==> src/rtl/pc_sequencer.sv <==
// Program-counter sequencer with a hardware return-address stack.
// In RUN it steps the pc, takes branches, and handles calls/returns.
// A taken redirect spends one cycle in FLUSH; a stack overflow or underflow
// parks the block in ERR until clr_err is raised.
module pc_sequencer #(
    parameter int unsigned RAS_DEPTH = 8
) (
    input  logic        clk,
    input  logic        rst_n,
    input  logic        en,
    input  logic        br_valid,
    input  logic        pcflag,
    input  logic        fcall,
    input  logic        fcallend,
    input  logic [15:0] target,
    input  logic        clr_err,
    output logic [15:0] pc,
    output logic        flush,
    output logic        err,
    output logic [4:0]  ras_depth,
    output logic        ras_full,
    output logic        ras_empty
);

    localparam int unsigned IdxW     = $clog2(RAS_DEPTH);
    localparam logic [4:0]  DepthMax = 5'(RAS_DEPTH);

    typedef enum logic [1:0] {StRun, StFlush, StErr} state_e;

    state_e          state_q, state_d;
    logic [15:0]     pc_q, pc_d;
    logic [4:0]      depth_q, depth_d;
    logic [15:0]     stack_q [RAS_DEPTH];
    logic            push_en;
    logic [IdxW-1:0] push_idx;
    logic [IdxW-1:0] pop_idx;
    logic            stack_full;
    logic            stack_empty;

    assign stack_full  = (depth_q == DepthMax);
    assign stack_empty = (depth_q == 5'd0);
    // Push lands on the first free slot; pop reads the current top.
    assign push_idx    = depth_q[IdxW-1:0];
    assign pop_idx     = IdxW'(depth_q - 5'd1);

    // Next-state, next-pc and stack-control decisions.
    always_comb begin
        state_d = state_q;
        pc_d    = pc_q;
        depth_d = depth_q;
        push_en = 1'b0;
        unique case (state_q)
            StRun: begin
                if (en) begin
                    if (!br_valid) begin
                        pc_d = pc_q + 16'd1;
                    end else if (fcall) begin
                        if (stack_full) begin
                            state_d = StErr;
                        end else begin
                            push_en = 1'b1;
                            pc_d    = target;
                            depth_d = depth_q + 5'd1;
                            state_d = StFlush;
                        end
                    end else if (fcallend) begin
                        if (stack_empty) begin
                            state_d = StErr;
                        end else begin
                            pc_d    = stack_q[pop_idx];
                            depth_d = depth_q - 5'd1;
                            state_d = StFlush;
                        end
                    end else if (pcflag) begin
                        pc_d    = target;
                        state_d = StFlush;
                    end else begin
                        // Branch present but not taken.
                        pc_d = pc_q + 16'd1;
                    end
                end
            end
            StFlush: begin
                state_d = StRun;
            end
            StErr: begin
                if (clr_err) begin
                    state_d = StRun;
                end
            end
            default: begin
                state_d = StRun;
            end
        endcase
    end

    // State, pc and stack depth registers.
    always_ff @(posedge clk or negedge rst_n) begin
        if (!rst_n) begin
            state_q <= StRun;
            pc_q    <= 16'h0000;
            depth_q <= 5'd0;
        end else begin
            state_q <= state_d;
            pc_q    <= pc_d;
            depth_q <= depth_d;
        end
    end

    // Stack storage; reset only clears the depth, so contents need no reset.
    always_ff @(posedge clk) begin
        if (push_en) begin
            stack_q[push_idx] <= pc_q + 16'd1;
        end
    end

    assign pc        = pc_q;
    assign flush     = (state_q == StFlush);
    assign err       = (state_q == StErr);
    assign ras_depth = depth_q;
    assign ras_full  = stack_full;
    assign ras_empty = stack_empty;

endmodule

==> config.mk <==
export PLATFORM = sky130hd
export DESIGN_NAME = pc_sequencer
export DESIGN_NICKNAME = d
export VERILOG_FILES = /design/src/rtl/pc_sequencer.sv
export SDC_FILE = /design/constraint.sdc
export NUM_CORES = 1
export LEC_CHECK = 0
export CAP_MARGIN = 20
export CORE_MARGIN = 2
export CORE_UTILIZATION = 45
export DETAILED_ROUTE_END_ITERATION = 7
export PLACE_DENSITY = 0.67
export SKIP_LAST_GASP = 1
export SLEW_MARGIN = 10
export SYNTH_ARGS = -nofsm -noshare
export SYNTH_HDL_FRONTEND = slang
export SYNTH_SLANG_ARGS = --single-unit
==> constraint.sdc <==
create_clock -name clk -period 4.7 [get_ports clk]
set_clock_uncertainty 0.05 [all_clocks]
set_input_delay 0.705 -clock clk [delete_from_list [all_inputs] [get_ports clk]]
set_output_delay 0.705 -clock clk [all_outputs]
set_load 0.01 [all_outputs]
==> Word-level counts from Yosys, hierarchy flattened <==
Memory sizes are Yosys's and may differ from the RTL's.
Index checks and enable logic that the tools add are counted.
{ "totals": {"register_bits": 23, "mem_bits_rw": 128, "inputBits": 24, "word_cells": 50, "mem_count": 1} }
{ "op_classes": {"n_addsub": 3, "n_eq_ne": 11, "n_mux": 26, "n_reduce_logical": 6} }
{ "memory_table": {"columns": ["memory", "words", "width", "read_ports", "rd_ports_with_merged_regs", "write_ports", "line", "text"], "rows": [
  ["stack_q", 8, 16, 1, 0, 1, "33", "logic [15:0] stack_q [RAS_DEPTH];"]
]} }
{ "op_table": {"columns": ["op", "count"], "rows": [
  ["$mux 16", 6],
  ["$mux 5", 4],
  ["$add 16x1->16 const B", 1],
  ["$mux 2", 8],
  ["$ne 2x2->1 const B", 5],
  ["$ne 4x4->1 const B", 2],
  ["$reduce_and 4->1", 2],
  ["$mux 1", 7],
  ["$reduce_and 6->1", 1],
  ["$add 5x1->5 const B", 1],
  ["$eq 5x4->1 const B", 1],
  ["$logic_not 5->1", 1],
  ["$sub 5x1->5 const B", 1],
  ["$pmux 2 s2", 1],
  ["$ne 3x3->1 const B", 1],
  ["$eq 2x1->1 const B", 1],
  ["$eq 2x2->1 const B", 1],
  ["$logic_not 2->1", 1],
  ["$reduce_bool 2->1", 1]
]} }

==> Longest topological paths before layout <==
{ "depth": {"word_depth": 8, "ltp_mapped": 10} }

==> Worst setup path after synthesis <==
No wires, ideal clock.
{ "synth_timing": {"kind": "reg-to-reg", "start": "reg depth_q[0], in the netlist ras_depth[0]", "end": "mem stack_q[1][0], enable pin", "setup_ps": 409, "arrival_ps": 3013, "t_required_ps": 4241, "path_slack_ps": 1227, "path_stages_with_launch": 9, "path_buffers": 1, "cell_sequence": "dfrtp_1 buf_4 inv_2 ha_1 and4bb_2 nand2b_1 nor2_1 nand2_1 nor3_1"} }
{ "synth_between": {"elab_chain_len": 8} }
{ "synth_rtl": {"columns": ["item", "line", "text"], "rows": [
  ["start: declaration", "32", "logic [4:0] depth_q, depth_d;"],
  ["start signal: assignment", "106", "depth_q <= depth_d;"],
  ["$eq 5x4->1", "40", "assign stack_full = (depth_q == DepthMax);"],
  ["via ras_full", "21", "output logic ras_full,"],
  ["$mux 1", "58", "if (stack_full) begin"],
  ["$mux 1", "57", "end else if (fcall) begin"],
  ["$mux 1", "55", "if (!br_valid) begin"],
  ["$mux 1", "54", "if (en) begin"],
  ["$mux 1", "52", "unique case (state_q)"],
  ["$mux 1", "112", "if (push_en) begin"],
  ["$mux 1 (implied by the code)", "113", "stack_q[push_idx] <= pc_q + 16'd1;"],
  ["end: declaration", "33", null]
]} }
The timed path passes the listed nets, and every way through them passes these cells.

==> Worst setup path after layout <==
{ "layout_timing": {"start": "reg depth_q[1], in the netlist ras_depth[1]", "end": "out ras_empty"} }
{ "layout_between": {"elab_chain_len": 1} }
{ "layout_rtl": {"columns": ["item", "line", "text"], "rows": [
  ["$logic_not 5->1", "41", "assign stack_empty = (depth_q == 5'd0);"],
  ["end: declaration", "22", "output logic ras_empty"]
]} }
Every way passes these cells.

==> impl_results.md <==
* CP Buf/Inv Count at 2
* Area contributors post-synth: edfxtp_1, mux4_2, dfrtp_1
* Slew HR at 35.25%
* TritonCTS buffer count at 17
* Post-synth ARST share at between 10% and 20%
* Synth warn at 0
* Max-cap violations at 0
* Required time of the critical path at just under 4 ns
* DR pass1 iterations at 6
* Part of the cycle the worst path needs at 72.00%
* Final nets at between 500 and 600
* Vias in the first global route at 4,562
* Worst setup SP type: register
* TritonCTS clock tree: yes
* Worst path cell trace: inv_1 > ha_1 > nor4b_1 > clkdlybuf4s50_1
* Fillers at 1,133
* Setup TNS at 0 ns
* Sequential fraction of the synthesis area at around 65%
* DRC viols at 0
* Slew Limit Fails at 0
* Root Buffer: clkbuf_16
* Count of cells resized by post-cts repair at 0
* N_diodes at 0
* Die area at 0.01615 mm2
* Final instance area at between 0.008 and 0.009 mm2
* H-tree levels at 4
* Grt ovf at 0
* Routed WL at 17,540 um
* Max clock buf depth at 2
* Routability cong. at about 0.91
* Avg Cell Area, Syn at 14.85 um2
* Initial antenna violation count at 0
* CP arrival at approximately 2.6 ns
* Routed wire per std cell at about 24 um
* I/O pins at 49
* Post-synth EDFFs at roughly 130
* RSZ-0062 raised after global routing: false
* Area of the multi-input gates at approximately 0.0023 mm2
* Final setup viols at 0
* Pin count of the biggest net entering global routing at 33
* Maximum clock frequency at between 0.2 and 0.3 GHz
* Post-Synthesis Cells at approximately 460
* Clock sink total at about 150
* #FFs+latches synth at between 150 and 200
* Syn Std Cell Area at 0.006817 mm2
* PD cells at around 650 mW/mm2
* Critical path's slowest cell: clkdlybuf4s50_1
* Pleak at around 2.8 nW
* Maximum vdd drop at 348.2 uV
* Worst Hold Depth at 1
* Placed cell areas at about 0.0076 mm2
* Post-CTS Setup Bufs at 0
* Hold Crit Class: register to register
* FF+latch area at 0.004420 mm2
* Post-synth top area share at 56.39%
* Hold Violations, Final at 0
* Crit path max-delay family: buffers and inverters
* Min Tclk post-route at roughly 3.4 ns
* Crit-path max FO at 8
* Hpwl dp at 12,060 um
* Routed vias at 4,503
* Vias per cell at between 6 and 7
* Layout cells sized above 1 at roughly a fifth
* Cell Rows at 44
* Syn-to-layout area delta at 19.05%
* Worst-Skew Late Latency at 0.43 ns
* Die height at 127.1 um
* Initial core utilization at 46.55%
* Critical path capture point type: primary output
* Port bufs at 48
* Levels on crit path at 4
* Hold_buf cts at 0
* WS Path Type: register to primary output
* Synth area leader: edfxtp_1
* Worst-path clk slew at roughly 0.06 ns
* Antenna-violating nets left at 0
* Syn Nets at ~490
* First-pass GRT wire length at 27,120 um
* Die width at 127.1 um
* Post-Route Utilization at 55.42%
* Synth Flop Type: edfxtp_1
* Reg2Reg Depth at 8
* Least-Margin Pin Slew at around 0.96 ns
* Netlist cell types at 62
* Iter 0 DRT Violations at 583
* Core area at roughly 0.015 mm2
* Status: finished, final reports clean
* Max incr delay on CP at 0.66 ns
* Pwr Total at between 5 and 6 mW
* GRT Util Overall at 23.04%
power breakdown:
part / switching, mW / internal [mW]
Clock: 0.549 / 0.728
Combinational: 1.12 / 0.885
Sequential: 0.217 / 1.77
Total: 1.89 / 3.38
cells in the final DEF (no fill, tap or decap), types with 7 or more instances in the layout:
master	instances
edfxtp_1	128
clkdlybuf4s50_1	48
nand2_1	38
mux4_2	31
nor2_1	29
dfrtp_1	22
a21oi_1	19
clkbuf_16	17
buf_4	16
xnor2_1	13
inv_1	12
nand2b_1	12
and3_1	11
nand3_1	11
mux2_2	9
nor3_1	7
flip-flops by register name, indices dropped and copies added (netlist names):
register	flops
pc	16
state_q	2
stack_q	128
ras_depth	5
cell type report:
class | instances | area share [%]
clock buffers | 17 | 5.242
clock inverters | 15 | 1.557
inverters | 13 | 0.6013
multi-input cells | 273 | 27.75
flip-flops and latches | 151 | 54.47
well taps | 184 | 2.837
repair buffers | 65 | 7.539
synthesized netlist by cell type, types with 2 or more instances:
cell,instances
a21oi_1,19
clkbuf_1,7
nor3_1,9
o221ai_1,3
xor2_1,5
o21ai_1,2
a211oi_1,2
o21a_1,3
buf_2,10
nor2b_1,3
nand3_1,11
mux2i_1,2
edfxtp_1,128
o311ai_0,2
nor4b_1,2
nor2_1,29
a221o_1,6
o21ai_0,6
nand2b_1,12
and3_1,11
nand4_1,4
inv_1,12
mux4_2,31
o211ai_1,2
a22oi_1,5
nand3b_1,2
o22ai_1,2
mux2_2,9
a221oi_1,2
o2111ai_1,2
or3_1,2
or2_2,3
nand2_1,38
ha_1,3
o2bb2ai_1,3
nor3b_1,2
xnor2_1,13
dfrtp_1,23
o31ai_1,4
buf_4,3
per-layer routing:
layer | vias to the layer above | track usage (%) | part of all wire (%)
met3 | 34 | 5.988 | 7.6
li1 | 1923 | - | -
met1 | 2324 | 32.08 | 43
met4 | 0 | 8.985 | 2.6
met2 | 222 | 35.20 | 47
met5 | - | 0 | 0
final timing paths:
check / start / to / slack (ns)
max: ras_depth[1] / ras_empty / 1.32
min: ras_depth[4] / ras_depth[4] / 0.54
max reg2reg: ras_depth[1] / pc[5] / 1.49
min reg2reg: ras_depth[4] / ras_depth[4] / 0.54
max in group asynchronous: rst_n / ras_depth[0] / 3.43
min in group asynchronous: rst_n / pc[11] / 0.63
per-stage QoR:
step           worst slack [ns]  hold WS (ns)  std cells
2_1_floorplan             1.227        0.3594        459
3_3_place_gp              1.547        0.5040        685
4_1_cts                   1.276        0.5256        717
3_5_place_dp              1.411        0.5117        685
6_report                  1.316        0.5379        718
5_1_grt                   1.120        0.5614        718
kinds of logic (layout without fill, tap and decap cells):
group,Yosys count,in the layout,synth area share (%)
AND/OR/NAND/NOR,134,134,9.875
flip-flops,151,151,64.83
adder cells (fa/ha/maj),3,3,0.5507
XOR/XNOR,18,18,2.313
AO/OA/AOI/OAI,76,76,8.022
multiplexers,42,42,12.02
buffers and inverters,35,110,2.386
Note: power is estimated with default switching activity, not from simulation.
